`src/rtl/renkon_ctrl_conv.sv`:
```
// Convolution sequencer: per input channel, loads the filter weights and then streams the image.
// It also produces pipeline-aligned result strobes and output-buffer addresses.
module renkon_ctrl_conv #(
    parameter int unsigned MEMWIDTH = 12,
    parameter int unsigned LWIDTH   = 10,
    parameter int unsigned CONV_LAT = 3
) (
    input  logic                clk,
    input  logic                rst,
    input  logic                req,
    input  logic [LWIDTH-1:0]   img_size,
    input  logic [LWIDTH-1:0]   fil_size,
    input  logic [LWIDTH-1:0]   total_in,
    input  logic [MEMWIDTH-1:0] img_base,
    input  logic [MEMWIDTH-1:0] w_base,
    output logic                busy,
    output logic                ack,
    output logic                wreg_we,
    output logic [MEMWIDTH-1:0] w_addr,
    output logic                img_re,
    output logic [MEMWIDTH-1:0] img_addr,
    output logic                out_valid,
    output logic                out_first,
    output logic                out_last,
    output logic [MEMWIDTH-1:0] out_addr
);

    localparam int unsigned DW = (CONV_LAT > 1) ? $clog2(CONV_LAT) : 1;

    typedef enum logic [2:0] {
        S_IDLE,
        S_WLOAD,
        S_CONV,
        S_DRAIN,
        S_DONE
    } state_t;

    state_t              r_state;
    logic [LWIDTH-1:0]   r_img_size;
    logic [LWIDTH-1:0]   r_fil_size;
    logic [LWIDTH-1:0]   r_last_ch;
    logic [LWIDTH-1:0]   r_ch;
    logic [LWIDTH-1:0]   r_kx;
    logic [LWIDTH-1:0]   r_ky;
    logic [LWIDTH-1:0]   r_x;
    logic [LWIDTH-1:0]   r_y;
    logic                r_first_pend;
    logic [DW-1:0]       r_drain;
    logic                r_busy;
    logic                r_ack;
    logic                r_wreg_we;
    logic [MEMWIDTH-1:0] r_w_addr;
    logic                r_img_re;
    logic [MEMWIDTH-1:0] r_img_addr;
    logic [MEMWIDTH-1:0] r_out_addr;
    logic [CONV_LAT-1:0] r_vld;
    logic [CONV_LAT-1:0] r_fst;
    logic [CONV_LAT-1:0] r_lst;

    logic [LWIDTH-1:0]   w_fil_m1;
    logic [LWIDTH-1:0]   w_img_m1;
    logic                w_k_row_end;
    logic                w_k_last;
    logic                w_x_last;
    logic                w_y_last;
    logic                w_ch_last;
    logic                w_win;
    logic                w_fch;
    logic                w_lch;
    logic                w_nch;
    logic                w_nch_pre;
    logic [CONV_LAT:0]   w_vld_chain;
    logic [CONV_LAT:0]   w_fst_chain;
    logic [CONV_LAT:0]   w_lst_chain;

    assign w_fil_m1    = r_fil_size - LWIDTH'(1);
    assign w_img_m1    = r_img_size - LWIDTH'(1);
    assign w_k_row_end = (r_kx == w_fil_m1);
    assign w_k_last    = w_k_row_end && (r_ky == w_fil_m1);
    assign w_x_last    = (r_x == w_img_m1);
    assign w_y_last    = (r_y == w_img_m1);
    assign w_ch_last   = (r_ch == r_last_ch);

    // Pixel currently being read completes a full filter window
    assign w_win = r_img_re && (r_x >= w_fil_m1) && (r_y >= w_fil_m1);
    assign w_fch = w_win && (r_ch == '0);
    assign w_lch = w_win && w_ch_last;
    assign w_nch = w_win && r_first_pend;

    assign w_vld_chain = {r_vld, w_win};
    assign w_fst_chain = {r_fst, w_fch};
    assign w_lst_chain = {r_lst, w_lch};

    assign busy      = r_busy;
    assign ack       = r_ack;
    assign wreg_we   = r_wreg_we;
    assign w_addr    = r_w_addr;
    assign img_re    = r_img_re;
    assign img_addr  = r_img_addr;
    assign out_valid = w_vld_chain[CONV_LAT];
    assign out_first = w_fst_chain[CONV_LAT];
    assign out_last  = w_lst_chain[CONV_LAT];
    assign out_addr  = r_out_addr;

    // Window/channel flags travel alongside the datapath latency
    always_ff @(posedge clk) begin
        if (rst) begin
            r_vld <= '0;
            r_fst <= '0;
            r_lst <= '0;
        end else begin
            r_vld <= w_vld_chain[CONV_LAT-1:0];
            r_fst <= w_fst_chain[CONV_LAT-1:0];
            r_lst <= w_lst_chain[CONV_LAT-1:0];
        end
    end

    // First-result-of-channel marker, taken one stage before the output
    generate
        if (CONV_LAT == 1) begin : g_nch_direct
            assign w_nch_pre = w_nch;
        end else begin : g_nch_pipe
            logic [CONV_LAT-2:0] r_nch;
            logic [CONV_LAT-1:0] w_nch_chain;
            assign w_nch_chain = {r_nch, w_nch};
            assign w_nch_pre   = w_nch_chain[CONV_LAT-1];
            always_ff @(posedge clk) begin
                if (rst) begin
                    r_nch <= '0;
                end else begin
                    r_nch <= w_nch_chain[CONV_LAT-2:0];
                end
            end
        end
    endgenerate

    always_ff @(posedge clk) begin
        if (rst) begin
            r_out_addr <= '0;
        end else if (w_nch_pre) begin
            r_out_addr <= '0;
        end else if (w_vld_chain[CONV_LAT]) begin
            r_out_addr <= r_out_addr + MEMWIDTH'(1);
        end
    end

    // Sequencer; address registers run continuously so each channel base is a running sum
    always_ff @(posedge clk) begin
        if (rst) begin
            r_state      <= S_IDLE;
            r_img_size   <= '0;
            r_fil_size   <= '0;
            r_last_ch    <= '0;
            r_ch         <= '0;
            r_kx         <= '0;
            r_ky         <= '0;
            r_x          <= '0;
            r_y          <= '0;
            r_first_pend <= 1'b0;
            r_drain      <= '0;
            r_busy       <= 1'b0;
            r_ack        <= 1'b0;
            r_wreg_we    <= 1'b0;
            r_w_addr     <= '0;
            r_img_re     <= 1'b0;
            r_img_addr   <= '0;
        end else begin
            case (r_state)
                S_IDLE: begin
                    if (req) begin
                        r_img_size <= (img_size == '0) ? LWIDTH'(1) : img_size;
                        r_fil_size <= (fil_size == '0) ? LWIDTH'(1) : fil_size;
                        r_last_ch  <= (total_in == '0) ? '0 : total_in - LWIDTH'(1);
                        r_w_addr   <= w_base;
                        r_img_addr <= img_base;
                        r_ch       <= '0;
                        r_kx       <= '0;
                        r_ky       <= '0;
                        r_busy     <= 1'b1;
                        r_wreg_we  <= 1'b1;
                        r_state    <= S_WLOAD;
                    end
                end

                S_WLOAD: begin
                    r_w_addr <= r_w_addr + MEMWIDTH'(1);
                    if (w_k_last) begin
                        r_wreg_we    <= 1'b0;
                        r_img_re     <= 1'b1;
                        r_x          <= '0;
                        r_y          <= '0;
                        r_first_pend <= 1'b1;
                        r_state      <= S_CONV;
                    end else if (w_k_row_end) begin
                        r_kx <= '0;
                        r_ky <= r_ky + LWIDTH'(1);
                    end else begin
                        r_kx <= r_kx + LWIDTH'(1);
                    end
                end

                S_CONV: begin
                    r_img_addr <= r_img_addr + MEMWIDTH'(1);
                    if (w_win) begin
                        r_first_pend <= 1'b0;
                    end
                    if (w_x_last) begin
                        r_x <= '0;
                        if (w_y_last) begin
                            r_img_re <= 1'b0;
                            if (w_ch_last) begin
                                r_drain <= '0;
                                r_state <= S_DRAIN;
                            end else begin
                                r_ch      <= r_ch + LWIDTH'(1);
                                r_kx      <= '0;
                                r_ky      <= '0;
                                r_wreg_we <= 1'b1;
                                r_state   <= S_WLOAD;
                            end
                        end else begin
                            r_y <= r_y + LWIDTH'(1);
                        end
                    end else begin
                        r_x <= r_x + LWIDTH'(1);
                    end
                end

                S_DRAIN: begin
                    if (r_drain == DW'(CONV_LAT - 1)) begin
                        r_ack   <= 1'b1;
                        r_state <= S_DONE;
                    end else begin
                        r_drain <= r_drain + DW'(1);
                    end
                end

                S_DONE: begin
                    r_ack   <= 1'b0;
                    r_busy  <= 1'b0;
                    r_state <= S_IDLE;
                end

                default: begin
                    r_state <= S_IDLE;
                end
            endcase
        end
    end

endmodule
```
`config.mk`:
```
export PLATFORM = sky130hd
export DESIGN_NAME = renkon_ctrl_conv
export DESIGN_NICKNAME = d
export VERILOG_FILES = /design/src/rtl/renkon_ctrl_conv.sv
export SDC_FILE = /design/constraint.sdc
export NUM_CORES = 1
export LEC_CHECK = 0
export ABC_CLOCK_PERIOD_IN_PS = 5700
export CAP_MARGIN = 20
export CORE_MARGIN = 2
export CORE_UTILIZATION = 61
export DETAILED_ROUTE_END_ITERATION = 8
export PLACE_DENSITY = 0.86
export SLEW_MARGIN = 20
export SYNTH_ARGS = -nofsm -noshare
export SYNTH_HDL_FRONTEND = slang
export SYNTH_SLANG_ARGS = --single-unit
```
`constraint.sdc`:
```
create_clock -name clk -period 5.7 [get_ports clk]
set_input_delay 1.71 -clock clk [delete_from_list [all_inputs] [get_ports clk]]
set_output_delay 1.71 -clock clk [all_outputs]
set_load 0.02 [all_outputs]
```
==> summary.txt, run 1 <==
Routing
  – Via density: 6.266
  – DRC: 0
  – Final wirelength: 21.49 mm
  – DR vias: 8121
  – Wire per inst: 16.58 um
  – First drt pass iteration count: 5
  – Initial DRC count: 818
  – Antenna Nets Post-Route: 0

GRT
  – First-pass GRT wire length: 36.09 mm
  – Largest net degree at the start of global routing: 77
  – Overflow after GRT: 0
  – GRT Overall Usage: 30.32%
  – Vias in the first global route: 7529
  – Antenna violations before repair: 0

Synthesis
  – Netlist cell types: 71
  – Top-count cell post-synth: dfxtp_1
  – Post-synthesis mux area share: 1.964%
  – Synth Area in Simple Gates: 27.60%
  – Total number of yosys warnings: 0
  – Synth top area share: 33.11%
  – Sequential area share after synthesis: 33.11%
  – Synth area leaders: dfxtp_1 (33%), nand2_1 (4.8%), xnor2_1 (4.8%)
  – Compound-Gate Fraction of Synth Area: 19.62%
  – Adder-cell share of the synthesized area: 4.079%
  – Async S/R FF share, synth: 0%
  – Syn_area_per_cell: 7.814 um^2
  – Syn Nets: 1144
  – FF+latch count, synth: 137
  – Combinational family with the most area after synthesis: simple AND/OR/NAND/NOR gates
  – Cell count after synthesis: 1060
  – Main synth FF type: dfxtp_1
  – Post-synthesis xor/xnor area fraction: 8.142%
  – Post-synthesis cell area: 8283 um^2
  – Top cells by count, synth: dfxtp_1 (137), nand2_1 (105), nor2_1 (102)
  – Top cell type by total area after synthesis: dfxtp_1
  – Post-synth EDFFs: 0

Clocking
  – H-tree depth: 4
  – Reg clk slew, reported paths: 60 ps
  – CTS max path bufs: 2
  – TritonCTS Sinks: 137
  – Post-CTS Setup Bufs: 0
  – CTS tree: yes
  – Clock Tree Root: clkbuf_16
  – # resized after CTS: 0
  – Num CTS Buffers: 17
  – Worst-skew pair later-pin latency: 420 ps
  – Cts hold-fix bufs: 0

Critical path
  – Critical path arrival: 4640 ps
  – Required time worst endpoint: 6050 ps
  – R2r setup slk: 1410 ps
  – CP Cell Sequence: inv_1 > ha_1 > or4b_1 > o211a_1 > nor4_1 > o2111ai_1 > or4_1 > o21a_1 > or3_4 > or4_1 > a21oi_1
  – Crit-path max FO: 13
  – Cell mode on critical path: or4_1
  – Crit-path max cell delay: 610 ps
  – Kind of critical path: register to register
  – Crit end category: register
  – Startpoint types: register
  – Critical Path Slowest Stage Cell: or4b_1
  – Worst reg2reg path depth: 11

Floorplan
  – Row count: 42
  – Initial Util: 62.55%
  – Core area: 13240 um^2
  – Die Wd: 120.5 um
  – IO Count: 100
  – Die Y: 120.5 um
  – Die area: 14530 um^2

Timing
  – Slew margin rel.: 36.92%
  – Setup ws final: 1410 ps
  – Final hold slack: 428.7 ps
  – Period utilization: 75.26%
  – Final Skew: 6.181 ps
  – Setup TNS: 0 ps
  – RSZ-0062 raised after global routing: no
  – Final setup fails: 0
  – Slew @ Worst Pin: 946.1 ps
  – Max Slew Vio Count: 0
  – Final hold vios: 0
  – Maximum clock frequency: 0.2331 GHz
  – Fin crit period: 4290 ps

Job
  – Max-cap violations: 0

Cells and area
  – Share of cells above drive strength 1: 5.268%
  – Final nets: 1192
  – Antenna Cells: 0
  – P&R area growth vs syn: 18.90%
  – Layout Utilization: 74.37%

Place
  – Port Buf Inserts: 99
  – Routability congestion estimate: 1.014
  – Setup WS pre-CTS: 1491 ps
  – Post-DP HPWL: 15.07 mm

Power and ir drop
  – PwrDens: 304.5 nW/um^2
  – IR drop worst, VDD: 0.2150 mV
  – Leakage: 3.675 nW

Status
  – Status: finished, final reports clean

Min path
  – Hold Path Class: register to register
  – Hold path depth: 2
==> cells by family after synthesis <==
family / after synthesis
xor gates and xnor gates: 77
adders and majority gates: 27
AOI/OAI and AO/OA: 245
muxes: 16
and+or+nand+nor: 447
DFF: 137
buffers and inverters: 111
==> worst max-delay path: cells and delay by family (launching register included) <==
family	cells	cell delay, ps
DFF	1	370
adders and majority gates	1	300
and+or+nand+nor	5	2510
buffers and inverters	1	100
AOI/OAI and AO/OA	4	930
==> power by group <==
group / internal (mW) / leakage, nW / switching, mW / total [mW]
logic: 0.308 / 2.26 / 0.432 / 0.740
registers: 1.01 / 1.11 / 0.0845 / 1.10
clock network: 0.742 / 0.296 / 0.421 / 1.16
==> layout make-up <==
cell class	instances	area, um^2
clock inverters	11	171.4
fillers	1036	3395
well taps	176	220.2
inverters	35	131.4
multi-input cells	812	5102
repair buffers	105	1033
clock buffers	20	446.7
flip-flops and latches	137	2743
==> cell usage in the layout, fill, tap and decap left out, types with 14 or more instances in the layout <==
| master | netlist | routed |
|---|---|---|
| dfxtp_1 | 137 | 137 |
| nand2_1 | 105 | 105 |
| nor2_1 | 102 | 102 |
| clkdlybuf4s50_1 | 0 | 98 |
| a21oi_1 | 75 | 74 |
| xnor2_1 | 45 | 45 |
| o21ai_0 | 38 | 38 |
| nand3_1 | 38 | 37 |
| inv_1 | 35 | 35 |
| nor3_1 | 32 | 32 |
| xor2_1 | 32 | 32 |
| and3_1 | 28 | 27 |
| ha_1 | 27 | 27 |
| a311oi_1 | 24 | 24 |
| or3_1 | 22 | 22 |
| nor4_1 | 19 | 18 |
| clkbuf_16 | 0 | 17 |
| a211oi_1 | 16 | 16 |
| nand4_1 | 16 | 16 |
| a31oi_1 | 14 | 14 |
| mux2i_1 | 14 | 14 |
| nand2b_1 | 14 | 14 |
==> registers in the layout (all words and copies together) (netlist names), 10 cells and up <==
name / cells
r_kx: 10
out_addr: 12
r_img_size: 10
img_addr: 12
r_y: 10
r_ch: 10
r_x: 10
r_last_ch: 10
r_fil_size: 10
r_ky: 10
w_addr: 12
==> worst paths after layout <==
check / from / to
worst max register to register: r_img_size[0] / r_ky[4]
worst min register to register: r_first_pend / g_nch_pipe.r_nch[0]
worst min-delay path: r_first_pend / g_nch_pipe.r_nch[0]
worst max-delay path: r_img_size[0] / r_ky[4]
==> routing by layer <==
metal	global-route usage, %	vias to the layer above	wire length [um]
li1	-	3955	-
met1	39.47	3809	9640
met2	49.36	306	9925
met3	6.462	51	1415
met4	11.48	0	505
met5	0	-	0
==> through the flow <==
| stage | power (mW) | instance area (um^2) | std cells |
|---|---|---|---|
| 2_1_floorplan | 1.625 | 8283 | 1060 |
| 3_3_place_gp | 1.826 | 9230 | 1265 |
| 4_1_cts | 2.997 | 9848 | 1296 |
| 3_5_place_dp | 1.839 | 9230 | 1265 |
| 6_report | 2.999 | 9848 | 1296 |
| 5_1_grt | 3.147 | 9848 | 1296 |
No activity file was read; power rests on OpenSTA's default activity.
==> run 2: changes to the inputs <==
ABC_CLOCK_PERIOD_IN_PS = 4000   (was 5700)
CORE_UTILIZATION = 57   (was 61)
PLACE_DENSITY = 0.81   (was 0.86)
clock period = 4 ns   (was 5.7 ns; I/O delays follow)
==> run 2 against run 1 <==
Clock skew grew 2.0 ps; wire length grew 2.4%; clock-buffer cell count shrank 2; final cell count is 2.4% higher; largest power group unchanged.
==> summary.txt, run 2 (synthesized netlist as in run 1, its figures left out) <==
Place
  – Port Buf Inserts: 99 (unchanged)
  – Routability congestion estimate: 0.9728 (was 1.014)
  – Post-DP HPWL: 15.65 mm (was 15.07 mm)

Cells and area
  – Antenna Cells: 0 (unchanged)
  – FILL cells: 1167 (was 1036)
  – Most frequent cells in the layout: dfxtp_1 (137), nand2_1 (105), nor2_1 (102) (unchanged)
  – Most common cell after layout, fill and taps aside: dfxtp_1 (unchanged)
  – Share of cells above drive strength 1: 7.524% (was 5.268%)
  – P&R area growth vs syn: 21.36% (was 18.90%)
  – Final nets: 1214 (was 1192)
  – Layout Utilization: 69.96% (was 74.37%)

Critical path
  – Kind of critical path: register to register (unchanged)
  – Reg-to-Reg Start: r_img_size[0] (unchanged)
  – Crit-path max FO: 13 (unchanged)
  – Critical path arrival: 4170 ps (was 4640 ps)
  – Worst reg2reg path depth: 11 (unchanged)
  – Startpoint types: register (unchanged)
  – R2r setup slk: 190 ps (was 1410 ps)
  – Crit end category: register (unchanged)
  – Crit path from: r_img_size[0] (unchanged)
  – Required time worst endpoint: 4360 ps (was 6050 ps)
  – Reg2Reg Capture Point: r_ky[4] (unchanged)

Clocking
  – Reg clk slew, reported paths: 60 ps (about the same)
  – CTS tree: yes (unchanged)
  – # resized after CTS: 0 (unchanged)
  – H-tree depth: 4 (unchanged)
  – Clock Tree Root: clkbuf_16 (unchanged)
  – Num CTS Buffers: 17 (unchanged)
  – TritonCTS Sinks: 137 (unchanged)
  – CTS max path bufs: 2 (unchanged)
  – Post-CTS Setup Bufs: 0 (unchanged)
  – Cts hold-fix bufs: 0 (unchanged)
  – Worst-skew pair later-pin latency: 430 ps (was 420 ps)

Timing
  – Setup TNS: 0 ps (unchanged)
  – Final hold vios: 0 (unchanged)
  – Max Slew Vio Count: 0 (unchanged)
  – Slew @ Worst Pin: 943.8 ps (was 946.1 ps)
  – Final setup fails: 0 (unchanged)
  – Slew margin rel.: 36.50% (was 36.92%)
  – Final Skew: 8.216 ps (was 6.181 ps)
  – Period utilization: 95.26% (was 75.26%)
  – Maximum clock frequency: 0.2624 GHz (was 0.2331 GHz)
  – Fin crit period: 3811 ps (was 4290 ps)
  – RSZ-0062 raised after global routing: no (unchanged)

Routing
  – Final wirelength: 22.00 mm (was 21.49 mm)
  – Wire per inst: 16.58 um (about the same)
  – Initial DRC count: 667 (was 818)
  – First drt pass iteration count: 5 (unchanged)
  – DR vias: 8190 (was 8121)
  – Via density: 6.172 (was 6.266)
  – DRC: 0 (unchanged)
  – Antenna Nets Post-Route: 0 (unchanged)

GRT
  – Routing usage on met2: 45.48% (was 49.36%)
  – Largest net degree at the start of global routing: 63 (was 77)
  – Antenna violations before repair: 0 (unchanged)
  – Most Used Layer, Global Route: met2 (unchanged)
  – Met1 Use GR: 37.12% (was 39.47%)
  – First-pass GRT wire length: 36.71 mm (was 36.09 mm)
  – Overflow after GRT: 0 (unchanged)
  – Vias in the first global route: 7521 (was 7529)
  – Met3 GRT Util: 6.529% (was 6.462%)
  – GRT Overall Usage: 28.13% (was 30.32%)

Min path
  – Hold Path Sink: g_nch_pipe.r_nch[0] (unchanged)
  – Hold path depth: 2 (unchanged)
  – Hold Path Class: register to register (unchanged)
  – Hold Startpoint: r_first_pend (unchanged)

Floorplan
  – IO Count: 100 (unchanged)
  – Core area: 14370 um^2 (was 13240 um^2)
  – Die area: 15510 um^2 (was 14530 um^2)
  – Initial Util: 57.65% (was 62.55%)
  – Die Wd: 124.5 um (was 120.5 um)
  – Row count: 44 (was 42)
  – Die Y: 124.5 um (was 120.5 um)

Status
  – Status: finished, final reports clean (unchanged)

Job
  – Max-cap violations: 0 (unchanged)

Power and ir drop
  – Leakage: 3.790 nW (was 3.675 nW)
  – PwrDens: 426.8 nW/um^2 (was 304.5 nW/um^2)
  – IR drop worst, VDD: 0.3408 mV (was 0.2150 mV)
[run 2: changes by cell type in the layout (fill, tap and decap cells not counted)]
cell / before / now
clkinv_4: 2 / 3
buf_12: 0 / 2
clkinv_2: 2 / 1
or4b_4: 0 / 1
inv_8: 0 / 2
nor4b_1: 4 / 3
clkbuf_1: 2 / 0
buf_4: 7 / 27
nor4b_4: 0 / 1
bufinv_16: 4 / 2
or4b_1: 1 / 0
inv_6: 1 / 4
[run 2: how the worst max path moves through the flow]
| stage | slack [ps] | to | cells after the start |
|---|---|---|---|
| 6_report | 190 | r_ky[4] | 11 |
| 5_1_grt | 10 | r_ky[4] | 11 |
| 4_1_cts | 60 | g_nch_pipe.r_nch[0] | 14 |
| 3_5_place_dp | 160 | r_ky[3] | 11 |
| 3_3_place_gp | 230 | r_ky[3] | 11 |
| 2_1_floorplan | 230 | r_ky[9] | 15 |
[run 2: critical path, cell delays in order (launching register included)]
cell and delay, ps:
dfxtp_1 340, inv_1 100, ha_1 180, or4b_4 520, o211a_1 260, nor4_1 270, o2111ai_1 140, or4_1 570
o21a_1 230, or3_4 460, or4_1 510, a21oi_1 150
[run 2: area by class of cell]
cell class	instances	area, um^2	area share [%]
multi-input combinational	812	5121	50.95
sequential	137	2743	27.28
timing repair buffer	127	1224	12.17
clock buffer	18	439.2	4.369
tap	184	230.2	2.290
clock inverter	14	163.9	1.631
inverter	35	131.4	1.307
[run 2: per-stage QoR]
stage               cells  hold WS, ps  power, mW  instance area [um^2]  worst slack (ps)
floorplan            1060        408.7      2.316                  8283             225.7
global placement     1295        416.9      2.658                  9430             228.7
detailed placement   1295        429.5      2.680                  9430             156.2
CTS                  1327        441.2      4.279                 10030             58.44
global route         1327        464.7      4.490                 10050             11.94
finish               1327        437.6      4.290                 10050             189.4
[run 2: report_power, final]
group,switching (mW),internal [mW]
Clock,0.656,0.951
Combinational,0.644,0.484
Sequential,0.113,1.44
Total,1.41,2.88
[run 2: per-layer routing]
metal  vias to the layer above  wire (um)
met1                      3834       9718
met2                       318      10300
met3                        47       1563
met5                         -          0
met4                         0        418
li1                       3991          -
==> run 3: changes to the inputs <==
ABC_AREA = 1   (was unset)
==> run 3 against run 2 <==
Wire length rose by 4.6%; largest cell class unchanged; sequential power grew 17%; non-clock buffer count is 22 lower; fmax increased by 24%; highest routed layer unchanged; die area up 5.0%.
==> summary.txt, run 3 <==
Status
  – Status: finished, final reports clean (unchanged)

Power and ir drop
  – PwrDens: 621.1 nW/um^2 (was 426.8 nW/um^2)
  – Leakage: 4.102 nW (was 3.790 nW)
  – IR drop worst, VDD: 0.4616 mV (was 0.3408 mV)

Critical path
  – Crit-path max FO: 20 (was 13)
  – CP bufs+invs: 1 (unchanged)
  – Crit-path max cell delay: 380 ps (was 570 ps)
  – Crit path from: r_fil_size[0] (was r_img_size[0])
  – Cell count along the critical path: 17 (was 11)
  – CP Cell Sequence: inv_2 > ha_1 > nand2_2 > nor2_4 > nand2_1 > nand2_1 > nor2_1 > nor2_1 > nand2_1 > nor2_1 > nand2_1 > nor2_2 > nand3_4 > nand2_4 > nand2_4 > nand2_1 > a21oi_1 (was inv_1 > ha_1 > or4b_4 > o211a_1 > nor4_1 > o2111ai_1 > or4_1 > o21a_1 > or3_4 > or4_1 > a21oi_1)
  – Critical path arrival: 3390 ps (was 4170 ps)
  – Critical Path Slowest Stage Cell: dfxtp_1 (was or4_1)
  – Reg-to-Reg Start: r_fil_size[0] (was r_img_size[0])
  – Cell mode on critical path: nand2_1 (was or4_1)
  – Reg2Reg Capture Point: r_y[9] (was r_ky[4])
  – Crit path max-delay family: simple AND/OR/NAND/NOR gates (unchanged)
  – Kind of critical path: register to register (unchanged)
  – Worst reg2reg path depth: 17 (was 11)
  – Crit end category: register (unchanged)
  – Startpoint types: register (unchanged)
  – CP endpoint: r_y[9] (was r_ky[4])
  – R2r setup slk: 930 ps (was 190 ps)
  – Required time worst endpoint: 4320 ps (was 4360 ps)

Synthesis
  – Main synth FF type: dfxtp_1 (unchanged)
  – Syn Nets: 1413 (was 1144)
  – Top cell type by total area after synthesis: dfxtp_1 (unchanged)
  – Post-synthesis cell area: 8710 um^2 (was 8283 um^2)
  – Synth top area share: 31.49% (was 33.11%)
  – Async S/R FF share, synth: 0% (unchanged)
  – Top cells by count, synth: nand2_1 (309), inv_1 (157), nor2_1 (148) (was dfxtp_1 (137), nand2_1 (105), nor2_1 (102))
  – Syn_area_per_cell: 6.554 um^2 (was 7.814 um^2)
  – Sequential area share after synthesis: 31.49% (was 33.11%)
  – Top-count cell post-synth: nand2_1 (was dfxtp_1)
  – Netlist cell types: 48 (was 71)
  – Cell count after synthesis: 1329 (was 1060)
  – Synth area leaders: dfxtp_1 (31%), nand2_1 (13%), nand3_1 (6.9%) (was dfxtp_1 (33%), nand2_1 (4.8%), xnor2_1 (4.8%))
  – FF+latch count, synth: 137 (unchanged)
  – Total number of yosys warnings: 0 (unchanged)
  – Post-synth EDFFs: 0 (unchanged)

Floorplan
  – Die area: 16280 um^2 (was 15510 um^2)
  – IO Count: 100 (unchanged)
  – Initial Util: 57.72% (was 57.65%)
  – Die Wd: 127.6 um (was 124.5 um)
  – Row count: 45 (was 44)
  – Core area: 15090 um^2 (was 14370 um^2)
  – Die Y: 127.6 um (was 124.5 um)

Routing
  – Wire per inst: 14.24 um (was 16.58 um)
  – Initial DRC count: 757 (was 667)
  – First drt pass iteration count: 6 (was 5)
  – Final wirelength: 23.03 mm (was 22.00 mm)
  – DR vias: 9043 (was 8190)
  – DRC: 0 (unchanged)
  – Via density: 5.592 (was 6.172)
  – Antenna Nets Post-Route: 0 (unchanged)

Cells and area
  – Most common cell after layout, fill and taps aside: nand2_1 (was dfxtp_1)
  – Final nets: 1500 (was 1214)
  – Share of cells above drive strength 1: 7.488% (was 7.524%)
  – P&R area growth vs syn: 19.71% (was 21.36%)
  – Fin cells: 1617 (was 1327)
  – Antenna Cells: 0 (unchanged)
  – Most frequent cells in the layout: nand2_1 (309), inv_1 (157), nor2_1 (148) (was dfxtp_1 (137), nand2_1 (105), nor2_1 (102))

Clocking
  – CTS tree: yes (unchanged)
  – Worst-skew pair later-pin latency: 440 ps (was 430 ps)
  – Reg clk slew, reported paths: 60 ps (about the same)
  – H-tree depth: 4 (unchanged)
  – Post-CTS Setup Bufs: 0 (unchanged)
  – Num CTS Buffers: 17 (unchanged)
  – # resized after CTS: 0 (unchanged)
  – CTS max path bufs: 2 (unchanged)
  – Cts hold-fix bufs: 0 (unchanged)
  – Clock Tree Root: clkbuf_16 (unchanged)
  – TritonCTS Sinks: 137 (unchanged)

Timing
  – RSZ-0062 raised after global routing: no (unchanged)
  – Slew @ Worst Pin: 782.5 ps (was 943.8 ps)
  – Final setup fails: 0 (unchanged)
  – Period utilization: 76.87% (was 95.26%)
  – Setup TNS: 0 ps (unchanged)
  – Max Slew Vio Count: 0 (unchanged)
  – Maximum clock frequency: 0.3252 GHz (was 0.2624 GHz)
  – Final hold vios: 0 (unchanged)
  – Fin crit period: 3075 ps (was 3811 ps)
  – Slew margin rel.: 47.55% (was 36.50%)
  – Final Skew: 9.597 ps (was 8.216 ps)

GRT
  – First-pass GRT wire length: 38.36 mm (was 36.71 mm)
  – Largest net degree at the start of global routing: 55 (was 63)
  – Vias in the first global route: 7950 (was 7521)
  – Antenna violations before repair: 0 (unchanged)
  – Overflow after GRT: 0 (unchanged)
  – GRT Overall Usage: 28.88% (was 28.13%)

Job
  – Max-cap violations: 0 (unchanged)

Place
  – Placed Cells: 1585 (was 1295)
  – Post-DP HPWL: 16.52 mm (was 15.65 mm)
  – Routability congestion estimate: 0.9554 (was 0.9728)
  – Port Buf Inserts: 99 (unchanged)

Min path
  – Hold Path Class: register to register (unchanged)
-- run 3: metrics by stage --
step	worst slack, ps	area (um^2)	total power [mW]	utilization (%)	hold slack [ps]
6_report	925.3	10430	6.476	69.10	400.5
3_3_place_gp	800.8	9813	4.731	65.03	392.3
3_5_place_dp	727.1	9813	4.779	65.03	395.3
5_1_grt	643.1	10430	6.921	69.10	428.2
4_1_cts	976.9	10430	6.449	69.10	404.2
2_1_floorplan	1401	8710	4.010	-	388.3
-- run 3: logic make-up after synthesis --
kind of cell,count (synthesis),synth area share (%)
compound gates,195,12.90
xor+xnor,46,4.626
flops,137,31.49
fa+ha+maj,27,3.879
simple gates,717,37.71
buf+inv,207,9.395
-- run 3: worst min path at each step --
stage                     cells past startpoint  slack, ps             endpoint           startpoint
after floorplan                               2        390  g_nch_pipe.r_nch[1]  g_nch_pipe.r_nch[0]
after global placement                        2        390             r_vld[1]             r_vld[0]
after detailed placement                      2        400             r_vld[2]             r_vld[1]
after CTS                                     2        400             r_vld[2]             r_vld[1]
after global routing                          2        430             r_vld[1]             r_vld[0]
final                                         2        400             r_vld[2]             r_vld[1]
-- run 3: worst reg2reg max path, cell delays in order (launching register included) --
cell     delay [ps]
dfxtp_1         380
inv_2           260
ha_1            290
nand2_2         100
nor2_4          140
nand2_1          70
nand2_1         250
nor2_1           70
nor2_1          120
nand2_1          60
nor2_1          110
nand2_1          70
nor2_2          150
nand3_4         240
nand2_4         340
nand2_4         150
nand2_1         100
a21oi_1          70
-- run 3: area by class of cell --
type / count / area (um^2)
Tap cell: 188 / 235.2
Inverter: 170 / 640.6
Clock buffer: 17 / 425.4
Clock inverter: 15 / 187.7
Multi-Input combinational cell: 985 / 5149
Timing Repair Buffer: 105 / 1046
Sequential cell: 137 / 2743
Fill cell: 1304 / 4663
-- run 3: metal layers --
metal | vias to the layer above | wire [um] | global-route usage, % | part of all wire [%]
met2 | 320 | 10500 | 46.56 | 46
met1 | 4124 | 10400 | 39.61 | 45
met5 | - | 0 | 0 | 0
met4 | 0 | 354 | 8.274 | 1.5
met3 | 37 | 1777 | 5.486 | 7.7
li1 | 4562 | - | - | -
-- run 3: where the power goes --
group | internal (mW) | switching (mW)
combinational | 0.993 | 1.99
clock | 0.994 | 0.664
sequential | 1.58 | 0.256
